$ cat config.mk
export PLATFORM = sky130hd
export DESIGN_NAME = weight_plane_fetcher_flat
export DESIGN_NICKNAME = d
export VERILOG_FILES = /design/src/rtl/weight_plane_fetcher_if.sv /design/src/rtl/weight_plane_fetcher.sv /design/src/flat_wrapper.sv
export SDC_FILE = /design/constraint.sdc
export NUM_CORES = 1
export LEC_CHECK = 0
export ABC_AREA = 1
export BUFFER_PORTS_ARGS = -buffer_cell sky130_fd_sc_hd__buf_4
export CORE_UTILIZATION = 45
export CTS_CLUSTER_SIZE = 10
export DETAILED_ROUTE_END_ITERATION = 12
export GPL_ROUTABILITY_DRIVEN = 0
export PLACE_DENSITY = 0.71
export SLEW_MARGIN = 20
export SYNTH_ARGS = -nofsm -noshare
export SYNTH_HDL_FRONTEND = slang
export SYNTH_SLANG_ARGS = --single-unit
$ cat constraint.sdc
create_clock -name clk -period 5.12 [get_ports clk]
set_input_delay 1.28 -clock clk [delete_from_list [all_inputs] [get_ports clk]]
set_output_delay 1.28 -clock clk [all_outputs]
set_load 0.02 [all_outputs]
$ cat src/rtl/weight_plane_fetcher_if.sv
`default_nettype none
// ============================================================================
//  Module   : weight_plane_fetcher_if
//  Brief    : Weight-word stream from the plane fetcher to the PE array.
//             master = producer (fetcher), slave = consumer (PE array).
//  Revision : 1.0  initial release
// ============================================================================
interface weight_plane_fetcher_if #(
    parameter int DATA_W = 32,
    parameter int PB_W   = 5
);
    logic [DATA_W-1:0] out_data;
    logic [PB_W-1:0]   out_plane;
    logic              out_last;
    logic              out_valid;
    logic              out_ready;

    modport master (
        output out_data,
        output out_plane,
        output out_last,
        output out_valid,
        input  out_ready
    );

    modport slave (
        input  out_data,
        input  out_plane,
        input  out_last,
        input  out_valid,
        output out_ready
    );
endinterface
`default_nettype wire

$ cat src/rtl/weight_plane_fetcher.sv
`default_nettype none
// ============================================================================
//  Module   : weight_plane_fetcher
//  Brief    : Multi-resolution weight fetcher. Walks bit-plane-ordered groups
//             in the weight SRAM, reading planes 0..budget of each group and
//             skipping the rest, and streams the words out through a small
//             credit-protected FIFO.
//             Optional macro WFETCH_STALL_CNT_EN adds a saturating
//             back-pressure cycle counter on stall_cycles_o.
//  Revision : 1.0  initial release
// ============================================================================
module weight_plane_fetcher #(
    parameter int LANES       = 4,
    parameter int LANE_W      = 8,
    parameter int PLANES      = 32,
    parameter int PB_W        = $clog2(PLANES),
    parameter int SRAM_ADDR_W = 18,
    parameter int SRAM_LAT    = 1,
    parameter int FIFO_DEPTH  = 4
) (
    input  logic                      clk,
    input  logic                      reset_n,
    input  logic                      start_i,
    input  logic [SRAM_ADDR_W-1:0]    base_addr_i,
    input  logic [SRAM_ADDR_W-1:0]    end_addr_i,
    input  logic [PB_W-1:0]           wgt_budget_i,
    output logic                      sram_en_o,
    output logic [SRAM_ADDR_W-1:0]    sram_addr_o,
    input  logic [LANES*LANE_W-1:0]   sram_data_i,
    weight_plane_fetcher_if.master    out_if,
    output logic                      busy_o,
    output logic                      done_o,
    output logic [31:0]               stall_cycles_o
);
    localparam int C_DATA_W = LANES * LANE_W;
    localparam int C_PTR_W  = $clog2(FIFO_DEPTH);
    localparam int C_OCC_W  = C_PTR_W + 1;
    localparam logic [SRAM_ADDR_W:0] C_GRP_STEP = (SRAM_ADDR_W+1)'(PLANES);
    localparam logic [C_OCC_W-1:0]   C_DEPTH    = C_OCC_W'(FIFO_DEPTH);

    typedef enum logic [1:0] {
        S_IDLE  = 2'd0,
        S_FETCH = 2'd1,
        S_DRAIN = 2'd2
    } state_t;

    state_t                 state_q;
    logic [SRAM_ADDR_W-1:0] grp_q, end_q, sram_addr_q;
    logic [PB_W-1:0]        plane_q, budget_q, tag_plane_q;
    logic                   sram_en_q, tag_last_q, busy_q, done_q;

    // Tag pipeline aligned with the SRAM read latency
    logic                   pipe_vld_q   [SRAM_LAT];
    logic [PB_W-1:0]        pipe_plane_q [SRAM_LAT];
    logic                   pipe_last_q  [SRAM_LAT];

    // Output FIFO and credit accounting
    logic [C_DATA_W-1:0]    fifo_data_q  [FIFO_DEPTH];
    logic [PB_W-1:0]        fifo_plane_q [FIFO_DEPTH];
    logic                   fifo_last_q  [FIFO_DEPTH];
    logic [C_PTR_W-1:0]     wr_ptr_q, rd_ptr_q;
    logic [C_OCC_W-1:0]     fifo_cnt_q, occ_q;

    logic                   w_start_acc, w_issue, w_credit, w_push, w_pop;
    logic                   w_pop_last, w_plane_end, w_last, w_out_valid;
    logic [SRAM_ADDR_W-1:0] w_cur_grp, w_cur_end;
    logic [PB_W-1:0]        w_cur_plane, w_cur_budget;
    logic [SRAM_ADDR_W:0]   w_next_grp;

    // The first read is issued straight from IDLE using the live inputs, so
    // the walk position is taken from the inputs there and from state later.
    assign w_start_acc  = (state_q == S_IDLE) && start_i && !done_q;
    assign w_cur_grp    = (state_q == S_IDLE) ? base_addr_i  : grp_q;
    assign w_cur_end    = (state_q == S_IDLE) ? end_addr_i   : end_q;
    assign w_cur_plane  = (state_q == S_IDLE) ? '0           : plane_q;
    assign w_cur_budget = (state_q == S_IDLE) ? wgt_budget_i : budget_q;

    // Group-end compare is one bit wider so a step past the top of the
    // address space counts as "beyond end" rather than wrapping to zero.
    assign w_next_grp   = {1'b0, w_cur_grp} + C_GRP_STEP;
    assign w_plane_end  = (w_cur_plane == w_cur_budget);
    assign w_last       = w_plane_end && (w_next_grp > {1'b0, w_cur_end});

    assign w_out_valid  = (fifo_cnt_q != '0);
    assign w_pop        = w_out_valid && out_if.out_ready;
    assign w_push       = pipe_vld_q[SRAM_LAT-1];
    assign w_pop_last   = w_pop && fifo_last_q[rd_ptr_q];

    // occ_q counts FIFO entries plus reads still in flight; a slot freed by
    // this cycle's pop may be reused immediately.
    assign w_credit     = (occ_q - {{(C_OCC_W-1){1'b0}}, w_pop}) < C_DEPTH;
    assign w_issue      = w_start_acc || ((state_q == S_FETCH) && w_credit);

    // Job control FSM: address walk, registered SRAM request and status
    always_ff @(posedge clk) begin
        if (!reset_n) begin
            state_q     <= S_IDLE;
            grp_q       <= '0;
            end_q       <= '0;
            plane_q     <= '0;
            budget_q    <= '0;
            sram_en_q   <= 1'b0;
            sram_addr_q <= '0;
            tag_plane_q <= '0;
            tag_last_q  <= 1'b0;
            busy_q      <= 1'b0;
            done_q      <= 1'b0;
        end else begin
            done_q    <= 1'b0;
            sram_en_q <= w_issue;
            if (w_issue) begin
                sram_addr_q <= w_cur_grp + SRAM_ADDR_W'(w_cur_plane);
                tag_plane_q <= w_cur_plane;
                tag_last_q  <= w_last;
                if (w_plane_end) begin
                    plane_q <= '0;
                    grp_q   <= w_next_grp[SRAM_ADDR_W-1:0];
                end else begin
                    plane_q <= w_cur_plane + PB_W'(1);
                    grp_q   <= w_cur_grp;
                end
            end
            case (state_q)
                S_IDLE: begin
                    if (w_start_acc) begin
                        end_q    <= end_addr_i;
                        budget_q <= wgt_budget_i;
                        busy_q   <= 1'b1;
                        state_q  <= w_last ? S_DRAIN : S_FETCH;
                    end
                end
                S_FETCH: begin
                    if (w_issue && w_last) begin
                        state_q <= S_DRAIN;
                    end
                end
                S_DRAIN: begin
                    if (w_pop_last) begin
                        state_q <= S_IDLE;
                        busy_q  <= 1'b0;
                        done_q  <= 1'b1;
                    end
                end
                default: state_q <= S_IDLE;
            endcase
        end
    end

    // Read-tag delay line and outstanding-credit counter
    always_ff @(posedge clk) begin
        if (!reset_n) begin
            for (int i = 0; i < SRAM_LAT; i++) begin
                pipe_vld_q[i]   <= 1'b0;
                pipe_plane_q[i] <= '0;
                pipe_last_q[i]  <= 1'b0;
            end
            occ_q <= '0;
        end else begin
            pipe_vld_q[0]   <= sram_en_q;
            pipe_plane_q[0] <= tag_plane_q;
            pipe_last_q[0]  <= tag_last_q;
            for (int i = 1; i < SRAM_LAT; i++) begin
                pipe_vld_q[i]   <= pipe_vld_q[i-1];
                pipe_plane_q[i] <= pipe_plane_q[i-1];
                pipe_last_q[i]  <= pipe_last_q[i-1];
            end
            occ_q <= occ_q + {{(C_OCC_W-1){1'b0}}, w_issue}
                           - {{(C_OCC_W-1){1'b0}}, w_pop};
        end
    end

    // Output FIFO: captures returning words, head entry drives the stream
    always_ff @(posedge clk) begin
        if (!reset_n) begin
            for (int i = 0; i < FIFO_DEPTH; i++) begin
                fifo_data_q[i]  <= '0;
                fifo_plane_q[i] <= '0;
                fifo_last_q[i]  <= 1'b0;
            end
            wr_ptr_q   <= '0;
            rd_ptr_q   <= '0;
            fifo_cnt_q <= '0;
        end else begin
            if (w_push) begin
                fifo_data_q[wr_ptr_q]  <= sram_data_i;
                fifo_plane_q[wr_ptr_q] <= pipe_plane_q[SRAM_LAT-1];
                fifo_last_q[wr_ptr_q]  <= pipe_last_q[SRAM_LAT-1];
                wr_ptr_q               <= wr_ptr_q + C_PTR_W'(1);
            end
            if (w_pop) begin
                rd_ptr_q <= rd_ptr_q + C_PTR_W'(1);
            end
            case ({w_push, w_pop})
                2'b10:   fifo_cnt_q <= fifo_cnt_q + C_OCC_W'(1);
                2'b01:   fifo_cnt_q <= fifo_cnt_q - C_OCC_W'(1);
                default: fifo_cnt_q <= fifo_cnt_q;
            endcase
        end
    end

    assign out_if.out_valid = w_out_valid;
    assign out_if.out_data  = fifo_data_q[rd_ptr_q];
    assign out_if.out_plane = fifo_plane_q[rd_ptr_q];
    assign out_if.out_last  = fifo_last_q[rd_ptr_q];
    assign sram_en_o        = sram_en_q;
    assign sram_addr_o      = sram_addr_q;
    assign busy_o           = busy_q;
    assign done_o           = done_q;

`ifdef WFETCH_STALL_CNT_EN
    logic [31:0] stall_q;

    // Saturating count of job cycles where a valid word is held off
    always_ff @(posedge clk) begin
        if (!reset_n) begin
            stall_q <= '0;
        end else if (w_start_acc) begin
            stall_q <= '0;
        end else if (busy_q && w_out_valid && !out_if.out_ready && (stall_q != '1)) begin
            stall_q <= stall_q + 32'd1;
        end
    end

    assign stall_cycles_o = stall_q;
`else
    assign stall_cycles_o = '0;
`endif

endmodule
`default_nettype wire
$ cat src/flat_wrapper.sv
// flat-port wrapper written by rule: the top's interface ports become plain ports
module weight_plane_fetcher_flat 
#(
    parameter int LANES       = 4,
    parameter int LANE_W      = 8,
    parameter int PLANES      = 32,
    parameter int PB_W        = $clog2(PLANES),
    parameter int SRAM_ADDR_W = 18,
    parameter int SRAM_LAT    = 1,
    parameter int FIFO_DEPTH  = 4
)
  (clk, reset_n, start_i, base_addr_i, end_addr_i, wgt_budget_i, sram_en_o, sram_addr_o, sram_data_i, busy_o, done_o, stall_cycles_o, out_if_out_data, out_if_out_plane, out_if_out_last, out_if_out_valid, out_if_out_ready);
  weight_plane_fetcher_if #(.PB_W(PB_W)) out_if_i ();
  input  logic clk;
  input  logic reset_n;
  input  logic start_i;
  input  logic [SRAM_ADDR_W-1:0] base_addr_i;
  input  logic [SRAM_ADDR_W-1:0] end_addr_i;
  input  logic [PB_W-1:0] wgt_budget_i;
  output logic sram_en_o;
  output logic [SRAM_ADDR_W-1:0] sram_addr_o;
  input  logic [LANES*LANE_W-1:0] sram_data_i;
  output logic busy_o;
  output logic done_o;
  output logic [31:0] stall_cycles_o;
  output wire logic [$bits(out_if_i.out_data)-1:0] out_if_out_data;
  output wire logic [$bits(out_if_i.out_plane)-1:0] out_if_out_plane;
  output wire logic [$bits(out_if_i.out_last)-1:0] out_if_out_last;
  output wire logic [$bits(out_if_i.out_valid)-1:0] out_if_out_valid;
  input wire logic [$bits(out_if_i.out_ready)-1:0] out_if_out_ready;
  assign out_if_out_data = out_if_i.out_data;
  assign out_if_out_plane = out_if_i.out_plane;
  assign out_if_out_last = out_if_i.out_last;
  assign out_if_out_valid = out_if_i.out_valid;
  assign out_if_i.out_ready = out_if_out_ready;
  weight_plane_fetcher #(.LANES(LANES), .LANE_W(LANE_W), .PLANES(PLANES), .PB_W(PB_W), .SRAM_ADDR_W(SRAM_ADDR_W), .SRAM_LAT(SRAM_LAT), .FIFO_DEPTH(FIFO_DEPTH)) u_core (.clk(clk), .reset_n(reset_n), .start_i(start_i), .base_addr_i(base_addr_i), .end_addr_i(end_addr_i), .wgt_budget_i(wgt_budget_i), .sram_en_o(sram_en_o), .sram_addr_o(sram_addr_o), .sram_data_i(sram_data_i), .out_if(out_if_i), .busy_o(busy_o), .done_o(done_o), .stall_cycles_o(stall_cycles_o));
endmodule
==> Word-level counts from Yosys, hierarchy flattened <==
Memories as Yosys holds them, arrays and structs flattened. A register that Yosys moved wholly into a read port is not among the register bits.
Index checks and enable logic that the tools add are counted.
{ "op_classes": {"n_div": 0, "bitwise_logic": 0, "n_lt_le_gt_ge": 2, "n_reduce_logical": 23, "mux": 42, "add_sub_neg": 10, "mul": 0, "shift": 0, "eq_ne": 8} }
{ "op_table": {"columns": ["op", "n"], "rows": [
  ["18-bit two-way mux", 3],
  ["32-bit two-way mux", 1],
  ["32-bit OR reduction", 1],
  ["2-bit two-way mux", 13],
  ["5-bit two-way mux", 5],
  ["18-bit by 6-bit adder with 19-bit output (second input constant)", 1],
  ["19-bit by 18-bit greater-than comparator with 1-bit output", 1],
  ["18-bit by 5-bit adder with 18-bit output", 1],
  ["1-bit two-way mux", 17],
  ["5-bit OR reduction", 2],
  ["1-bit logical AND", 7],
  ["2-bit one-hot mux with 3 select lines", 1],
  ["3-bit one-hot mux with 2 select lines", 1],
  ["3-bit AND reduction", 2],
  ["3-bit by 1-bit subtractor with 3-bit output", 2],
  ["5-bit by 1-bit adder with 5-bit output (second input constant)", 1],
  ["5-bit == test", 1],
  ["2-bit by 1-bit adder with 2-bit output (second input constant)", 2],
  ["2-bit by 1-bit == test with 1-bit output (second input constant)", 2],
  ["2-bit == test (second input constant)", 2],
  ["2-bit by 1-bit inequality test with 1-bit output (second input constant)", 2],
  ["2-bit AND reduction", 2],
  ["2-bit nonzero test", 2],
  ["3-bit by 1-bit adder with 3-bit output", 1],
  ["10 further kinds", 12]
]} }
{ "totals": {"ram_bits": 159, "register_bits": 85, "in_bits": 77, "n_memories": 6, "elab_cells": 106, "mem_bits_ro": 0, "latch_bits": 0, "out_inout_bits": 92} }
{ "memory_table": {"columns": ["name", "words", "width", "read_ports", "rd_clocked_by_memory_dff", "write_ports", "line_no", "rtl"], "rows": [
  ["u_core.fifo_data_q", 4, 32, 1, 1, 4, "weight_plane_fetcher.sv:58", "logic [C_DATA_W-1:0] fifo_data_q [FIFO_DEPTH];"],
  ["u_core.fifo_plane_q", 4, 5, 1, 1, 4, "weight_plane_fetcher.sv:59", "logic [PB_W-1:0] fifo_plane_q [FIFO_DEPTH];"],
  ["u_core.pipe_plane_q", 1, 5, 1, 0, 1, "weight_plane_fetcher.sv:54", "logic [PB_W-1:0] pipe_plane_q [SRAM_LAT];"],
  ["u_core.fifo_last_q", 4, 1, 1, 1, 4, "weight_plane_fetcher.sv:60", "logic fifo_last_q [FIFO_DEPTH];"],
  ["u_core.pipe_last_q", 1, 1, 1, 0, 1, "weight_plane_fetcher.sv:55", "logic pipe_last_q [SRAM_LAT];"],
  ["u_core.pipe_vld_q", 1, 1, 1, 0, 1, "weight_plane_fetcher.sv:53", "logic pipe_vld_q [SRAM_LAT];"]
]} }

==> Longest topological paths before layout <==
Gate-level depths: netlist of run 1.
{ "logic_depth": {"ltp_word": 9, "ltp_mapped": 28, "ltp_nobuf": 28} }

==> Least setup slack after synthesis of run 1 <==
OpenSTA, ideal clock, no wires.
{ "synth_path": {"path_kind": "flip-flop to flip-flop", "startpoint": "reg u_core.wr_ptr_q[0]", "endpoint": "mem u_core.fifo_data_q[3][0] (netlist name), enable pin", "path_slack_ns": 1.217, "setup_ns": 0.493, "t_required_ns": 4.627, "arrival_ns": 3.410, "path_stages_with_launch": 3, "n_path_buf": 0, "synth_period_minus_slack_ns": 3.903, "path_cell_list": "dfxtp_1 > inv_1 > o31ai_1"} }
{ "synth_rtl": {"columns": ["item", "line_no", "rtl"], "rows": [
  ["from (decl)", "weight_plane_fetcher.sv:61", "logic [C_PTR_W-1:0] wr_ptr_q, rd_ptr_q;"],
  ["from (signal assigned)", "weight_plane_fetcher.sv:188", "wr_ptr_q <= wr_ptr_q + C_PTR_W'(1);"],
  ["to (decl)", "weight_plane_fetcher.sv:58", null]
]} }

==> Worst setup path in the final report of run 1 <==
{ "layout_path": {"startpoint": "reg u_core.state_q[1]", "endpoint": "reg u_core.state_q[0]"} }
{ "layout_via": {"elab_chain_cells": 8, "word_cells_on_any_way": 23, "cone_classes": "add/sub: 1; order compare: 1; eq/ne: 6; mux: 7; reduce/logical: 8"} }
{ "layout_rtl": {"columns": ["item", "line_no", "rtl"], "rows": [
  ["from (decl)", "weight_plane_fetcher.sv:47", "state_t state_q;"],
  ["from (signal assigned)", "weight_plane_fetcher.sv:129", "state_q <= w_last ? S_DRAIN : S_FETCH;"],
  ["2-bit logical NOT", null, null],
  ["18-bit two-way mux", "weight_plane_fetcher.sv:73", "assign w_cur_grp = (state_q == S_IDLE) ? base_addr_i : grp_q;"],
  ["18-bit by 6-bit adder with 19-bit output", "weight_plane_fetcher.sv:80", "assign w_next_grp = {1'b0, w_cur_grp} + C_GRP_STEP;"],
  ["19-bit by 18-bit greater-than comparator with 1-bit output", "weight_plane_fetcher.sv:82", "assign w_last = w_plane_end && (w_next_grp > {1'b0, w_cur_end});"],
  ["1-bit logical AND", "weight_plane_fetcher.sv:82", null],
  ["2-bit two-way mux / 1-bit logical AND (equally long branches)", "weight_plane_fetcher.sv:129, weight_plane_fetcher.sv:133", null],
  ["2-bit two-way mux / 2-bit inequality test (equally long branches)", null, null],
  ["2-bit one-hot mux with 3 select lines / 3-bit AND reduction (equally long branches)", null, null]
]} }
Several ways; a longest one is shown, not always the timed one. The select of a mux whose other input is x is not followed.
A chain may end at the register's enable or synchronous reset.

==> out/results.ini, run 1 <==
[power]
swShare = 0.3393
power_density_mw_per_mm2 = 451.8
p_total_mw = 6.264
power.switching_mw = 2.125
p_clk_frac = 0.308
p_seq_frac = 0.383
power.share.combinational = 0.309
power.internal_mw = 4.139
peakVddDrop_mv = 0.2540
p_leak_nw = 5.808

[outcome]
status = complete, no violations

[drt]
vias_per_cell = 5.192
drt_iter0_markers = 708
drc_errors = 0
drt_first_pass_iters = 5
vias = 9377
wl_per_cell_microns = 15.72
drtAntennaViolNets = 0
wirelength_mm = 28.39

[synthesis]
synth-seq-area-share = 0.5428
synth_top_family_by_area = simple AND/OR/NAND/NOR gates
synthSimpleGateAreaFrac = 0.1654
ys_types = 51
synth_warnings = 0
ys.flop_type = edfxtp_1
syn_area_per_cell_sq_um = 8.802
synth_fa_ha_area_frac = 0.03577
yosys-top-cells-area = edfxtp_1 (38%), dfxtp_1 (16%), nor2_1 (8.9%)
synth.top_cell.area_share = 0.3785
synth_compound_area_frac = 0.1360
yosysTopAreaCell = edfxtp_1
synth_area_sq_mm = 0.01182
synth_edf_count = 149
syn_inst = 1343
async_reset_ff_frac = 0
synth_xor_xnor_area_share = 0.01323
synth_mux_area_frac = 0.004234
synth-seq-cells = 246

[floorplanning]
die_h_microns = 164.1
dieWidth_microns = 164.1
die-area_sq_mm = 0.02692
start_util = 0.4641
core-area_sq_mm = 0.02547
pin_count = 169
row_count = 58

[sta]
period_minus_slack_ns = 3.783
grt_setup_unrepaired = no
drv_slew = 0
setup_violations = 0
tightest_slew_ns = 1.048
hold_violations = 0
slew_headroom = 0.2989
fin_setup_tns_ns = 0
fin_skew_ns = 0.009325
max_freq_ghz = 0.2643
fin_crit_sh = 0.7390

[global_routing]
grt_use_total = 0.2088
antenna_found_initial = 0
grt_max_degree = 77
grt.overflow.total = 0
grt_pass1_vias = 8933
grt_pass1_wl_mm = 44.39

[layout]
final_cell_mix = nor2_1 (281), inv_1 (173), o21ai_0 (149), buf_4 (149), edfxtp_1 (149)
drive_above_1_share = 0.1572
final_common_cell = nor2_1
nets = 1564
fillerInstances = 2325
final_area_sq_mm = 0.01387
area.growth.synth_to_final_pct = 17.29
antennaDiodeCount = 0

[clock_tree]
cts_hold_buf = 0
numCtsBuffers = 29
cts_repair_resize_count = 0
cts_num_sinks = 246
clk_pin_slew_ns = 0.06
clk_latency_ns = 0.54
root_buffer = clkbuf_16
cts_buffer_depth = 3
htreeDepth = 1
post_cts_buffers = 0
cts_tree = yes

[worst_setup_path]
arrival_ns = 4.26
worst-setup-path-type = flop to flop
r2r_cells = 25
cp-start-kind = flop
crit_fanout = 46
cp-end-kind = flop
crit_required_ns = 5.59

[placed_design]
dpl_cell_area_sq_mm = 0.01298
port_buffers = 136
place_hpwl_mm = 17.91

[worst_hold_path]
min_path_type = flop to flop
hold_depth = 2

[run]
cap_violations = 0

[power groups by stage]
stage	Combinational (mW)	Clock (mW)	Sequential (mW)
2_1_floorplan	1.27	0	2.46
3_3_place_gp	1.90	0	2.43
3_5_place_dp	1.93	0	2.44
4_1_cts	1.94	1.96	2.40
5_1_grt	2.14	2.04	2.42
6_report	1.94	1.93	2.40
[layer usage]
layer,vias up,global-route usage,share of wire
li1,4581,-,-
met1,4476,0.2692,0.43
met2,271,0.3636,0.49
met3,49,0.02980,0.056
met4,0,0.05808,0.022
met5,-,0,0
[cells in the mapped netlist, drive strengths merged, types with 4 or more instances]
cell type and count:
ha 29, buf 44, a21oi 44, xor2 15
nand3 34, inv 185, clkbuf 55, a32o 4
nor3 5, edfxtp 149, o21ai 165, o221ai 7
o22ai 46, nor2 289, dfxtp 97, mux2i 5
nand2 141
[layout make-up]
cell class	count	area (sq um)	share of cell area
clock buffer	49	810.8	0.05847
clock inverter	3	68.82	0.004963
inverter	186	698.2	0.05035
multi-input combinational	843	4339	0.3129
sequential	246	6417	0.4628
tap	330	412.9	0.02978
timing repair buffer	149	1119	0.08067
[per-stage QoR]
step	setup WS, ns	cells	util	hold slack (ns)
4_1_cts	1.297	1806	0.5442	0.4363
5_1_grt	0.8914	1806	0.5444	0.4499
2_1_floorplan	1.217	1374	-	0.4041
6_report	1.337	1806	0.5444	0.4332
3_3_place_gp	1.305	1754	0.5096	0.4137
3_5_place_dp	1.180	1754	0.5096	0.4238
[kinds of logic (layout without fill, tap and decap cells)]
kind of cell,after synthesis,after routing
multiplexers,5,5
AO/OA/AOI/OAI,281,281
flip-flops,246,246
AND/OR/NAND/NOR,476,476
other,1,32
adder cells (fa/ha/maj),32,32
XOR/XNOR,17,17
buffers and inverters,285,387
[worst paths after layout]
kind,from,endpoint,slack [ns]
worst max-delay path,u_core.state_q[1]$_SDFFE_PN0P_,u_core.state_q[0]$_SDFFE_PN0P_,1.34
worst min-delay path,u_core.tag_plane_q[4]$_SDFFE_PN0N_,u_core.pipe_plane_q[0][4]$_SDFF_PN0_,0.43
worst max register to register,u_core.state_q[1]$_SDFFE_PN0P_,u_core.state_q[0]$_SDFFE_PN0P_,1.34
worst min register to register,u_core.tag_plane_q[4]$_SDFFE_PN0N_,u_core.pipe_plane_q[0][4]$_SDFF_PN0_,0.43
[sequential cells by signal (all words and copies together) (netlist names), named ones only]
signal               count
u_core.budget_q          5
u_core.busy_o            1
u_core.done_o            1
u_core.end_q            18
u_core.fifo_cnt_q        3
u_core.fifo_data_q     128
u_core.fifo_last_q       4
u_core.fifo_plane_q     20
u_core.grp_q            18
u_core.occ_q             3
u_core.pipe_last_q       1
u_core.pipe_plane_q      5
u_core.pipe_vld_q        1
u_core.plane_q           5
u_core.rd_ptr_q          2
u_core.sram_addr_o      18
u_core.sram_en_o         1
u_core.state_q           2
u_core.tag_last_q        1
u_core.tag_plane_q       5
u_core.wr_ptr_q          2
[critical path, cell delays in order (launching register included)]
cell	delay, ns
dfxtp_1	0.39
nor2_8	0.60
inv_2	0.40
nand2_1	0.21
nand2_4	0.08
ha_1	0.27
nand2_2	0.14
xor2_1	0.26
ha_1	0.28
nand2_1	0.06
inv_1	0.05
nand2_1	0.07
nor2_1	0.06
nand2_1	0.05
nand3_1	0.06
nand2_1	0.06
nand2_1	0.05
nand2_1	0.06
nand2_1	0.05
nand2_1	0.06
nand2_1	0.05
nand2_1	0.05
nand2_1	0.08
nand2_1	0.07
nand2_1	0.06
a21oi_1	0.16
No activity file was read; power rests on OpenSTA's default activity.
==> run 2: changes to the inputs <==
Settings changed: PLACE_DENSITY 0.71 to 0.74.
Clock period 5.12 ns to 3.45 ns, I/O delays scaled along.
==> out/results.ini, run 2 (synthesis results as in run 1) <==
[outcome]
status = complete, no violations  ; unchanged

[worst_setup_path]
cp-end-kind = flop  ; unchanged
r2r_cells = 22  ; was 25
ff2ff_setup_slack_ns = 0.37  ; was 1.34 ns
crit_required_ns = 3.92  ; was 5.59 ns
arrival_ns = 3.54  ; was 4.26 ns
r2r-end = u_core.state_q[0]$_SDFFE_PN0P_  ; unchanged
crit_fanout = 11  ; was 46
worst-setup-path-type = flop to flop  ; unchanged
r2r_start = u_core.state_q[0]$_SDFFE_PN0P_  ; was u_core.state_q[1]$_SDFFE_PN0P_
cp-start-kind = flop  ; unchanged

[sta]
period_minus_slack_ns = 3.076  ; was 3.783 ns
fin_ws_ns = 0.3740  ; was 1.337 ns
fin_setup_tns_ns = 0  ; unchanged
hold_violations = 0  ; unchanged
max_freq_ghz = 0.3251  ; was 0.2643 GHz
tightest_slew_ns = 1.052  ; was 1.048 ns
slew_headroom = 0.2990  ; was 0.2989
fin_skew_ns = 0.01082  ; was 0.009325 ns
grt_setup_unrepaired = no  ; unchanged
drv_slew = 0  ; unchanged
setup_violations = 0  ; unchanged
fin_crit_sh = 0.8916  ; was 0.7390

[layout]
area.growth.synth_to_final_pct = 18.53  ; was 17.29%
largest_register_ffs = 128  ; unchanged
largestRegisters = u_core.fifo_data_q: 128 flops, u_core.fifo_plane_q: 20 flops  ; unchanged
ff_latch_area_sq_mm = 0.006425  ; was 0.006417 sq mm
regMostFlops = u_core.fifo_data_q  ; unchanged
stdcell_count = 1823  ; was 1806
final_common_cell = nor2_1  ; unchanged
nets = 1583  ; was 1564
drive_above_1_share = 0.1701  ; was 0.1572
final_cell_mix = nor2_1 (280), inv_1 (173), buf_4 (164)  ; was nor2_1 (281), inv_1 (173), o21ai_0 (149), buf_4 (149), edfxtp_1 (149)
multi_input_area_sq_mm = 0.004359  ; was 0.004339 sq mm
fillerInstances = 2264  ; was 2325
antennaDiodeCount = 0  ; unchanged
final_util = 0.5501  ; was 0.5444

[power]
p_total_mw = 9.250  ; was 6.264 mW
peakVddDrop_mv = 0.4986  ; was 0.2540 mV
p_leak_nw = 5.891  ; was 5.808 nW
power_density_mw_per_mm2 = 660.2  ; was 451.8 mW/mm^2

[drt]
wirelength_mm = 28.63  ; was 28.39 mm
drt_iter0_markers = 816  ; was 708
drtAntennaViolNets = 0  ; unchanged
vias_per_cell = 5.191  ; was 5.192
wl_per_cell_microns = 15.71  ; was 15.72 microns
vias = 9463  ; was 9377
drt_first_pass_iters = 7  ; was 5
drc_errors = 0  ; unchanged

[clock_tree]
post_cts_buffers = 0  ; unchanged
clk_pin_slew_ns = 0.05  ; was 0.06 ns
cts_tree = yes  ; unchanged
cts_repair_resize_count = 0  ; unchanged
cts_num_sinks = 246  ; unchanged
cts_hold_buf = 0  ; unchanged
clk_latency_ns = 0.54  ; about the same
numCtsBuffers = 29  ; unchanged
htreeDepth = 1  ; unchanged
root_buffer = clkbuf_16  ; unchanged
cts_buffer_depth = 3  ; unchanged

[global_routing]
grt.overflow.total = 0  ; unchanged
antenna_found_initial = 0  ; unchanged
grt_max_degree = 63  ; was 77
grt_pass1_wl_mm = 44.68  ; was 44.39 mm
busiest_layer = met2  ; unchanged
met2_usage = 0.3654  ; was 0.3636
grt_use_total = 0.2107  ; was 0.2088
use_met1 = 0.2681  ; was 0.2692
met3_usage = 0.03662  ; was 0.02980
grt_pass1_vias = 8921  ; was 8933

[worst_hold_path]
hp-start = u_core.end_q[2]$_SDFFE_PN0P_  ; was u_core.tag_plane_q[4]$_SDFFE_PN0N_
hold_end = u_core.end_q[2]$_SDFFE_PN0P_  ; was u_core.pipe_plane_q[0][4]$_SDFF_PN0_
hold_depth = 2  ; unchanged
min_path_type = flop to flop  ; unchanged

[floorplanning]
row_count = 58  ; unchanged
die-area_sq_mm = 0.02692  ; unchanged
dieWidth_microns = 164.1  ; unchanged
pin_count = 169  ; unchanged
core-area_sq_mm = 0.02547  ; unchanged
die_h_microns = 164.1  ; unchanged
start_util = 0.4641  ; unchanged

[run]
cap_violations = 0  ; unchanged

[placed_design]
place_hpwl_mm = 18.51  ; was 17.91 mm
dp_cells = 1771  ; was 1754
place_ws_ns = 0.1667  ; was 1.180 ns
port_buffers = 136  ; unchanged

## run 2: worst max path at each step
stage          cells after the start                      startpoint  slack, ns                             end
4_1_cts                           22  u_core.state_q[1]$_SDFFE_PN0P_       0.14  u_core.state_q[0]$_SDFFE_PN0P_
3_3_place_gp                      25                 base_addr_i[10]       0.22  u_core.state_q[0]$_SDFFE_PN0P_
6_report                          22  u_core.state_q[0]$_SDFFE_PN0P_       0.37  u_core.state_q[0]$_SDFFE_PN0P_
5_1_grt                           25  u_core.state_q[0]$_SDFFE_PN0P_       0.06  u_core.state_q[0]$_SDFFE_PN0P_
2_1_floorplan                     14                out_if_out_ready       0.37      u_core.occ_q[2]$_SDFF_PN0_
3_5_place_dp                      22  u_core.state_q[1]$_SDFFE_PN0P_       0.17  u_core.state_q[0]$_SDFFE_PN0P_
## run 2: final cells by class
cell class | count | area share
inverters | 186 | 0.04983
flip-flops and latches | 246 | 0.4585
clock inverters | 2 | 0.002054
clock buffers | 48 | 0.05831
multi-input cells | 845 | 0.3111
well taps | 330 | 0.02947
repair buffers | 166 | 0.09072
## run 2: power by group
group          internal (mW)  total, mW  switching [mW]
registers               3.42       3.58           0.154
logic                   1.05       2.94            1.90
clock network           1.61       2.73            1.12
total                   6.08       9.25            3.18
## run 2: routing by layer
layer,vias to the layer above,routed length [microns]
met1,4424,11830
met5,-,0
met3,49,2237
li1,4626,-
met4,0,644
met2,364,13920
## run 2: worst max-delay path: stages, from the launching register on
cell and delay (ns):
dfxtp_4 0.40, nor2_8 0.21, buf_4 0.23, o21ai_2 0.10
ha_1 0.22, nand2_2 0.13, xor2_1 0.36, ha_1 0.30
nand2_1 0.06, inv_1 0.05, a21oi_1 0.15, nand3_1 0.09
nand2_1 0.06, nand2_1 0.05, nand2_1 0.06, nand2_1 0.05
nand2_1 0.06, nand2_1 0.04, nand2_1 0.05, nand2_1 0.08
nand2_1 0.07, nand2_1 0.05, a21oi_1 0.15
## run 2: per-stage QoR
| step | area, sq um | hold slack [ns] |
|---|---|---|
| 2_1_floorplan | 11940 | 0.4041 |
| 3_3_place_gp | 13130 | 0.4186 |
| 3_5_place_dp | 13130 | 0.4197 |
| 4_1_cts | 13980 | 0.4487 |
| 5_1_grt | 14010 | 0.4609 |
| 6_report | 14010 | 0.4469 |
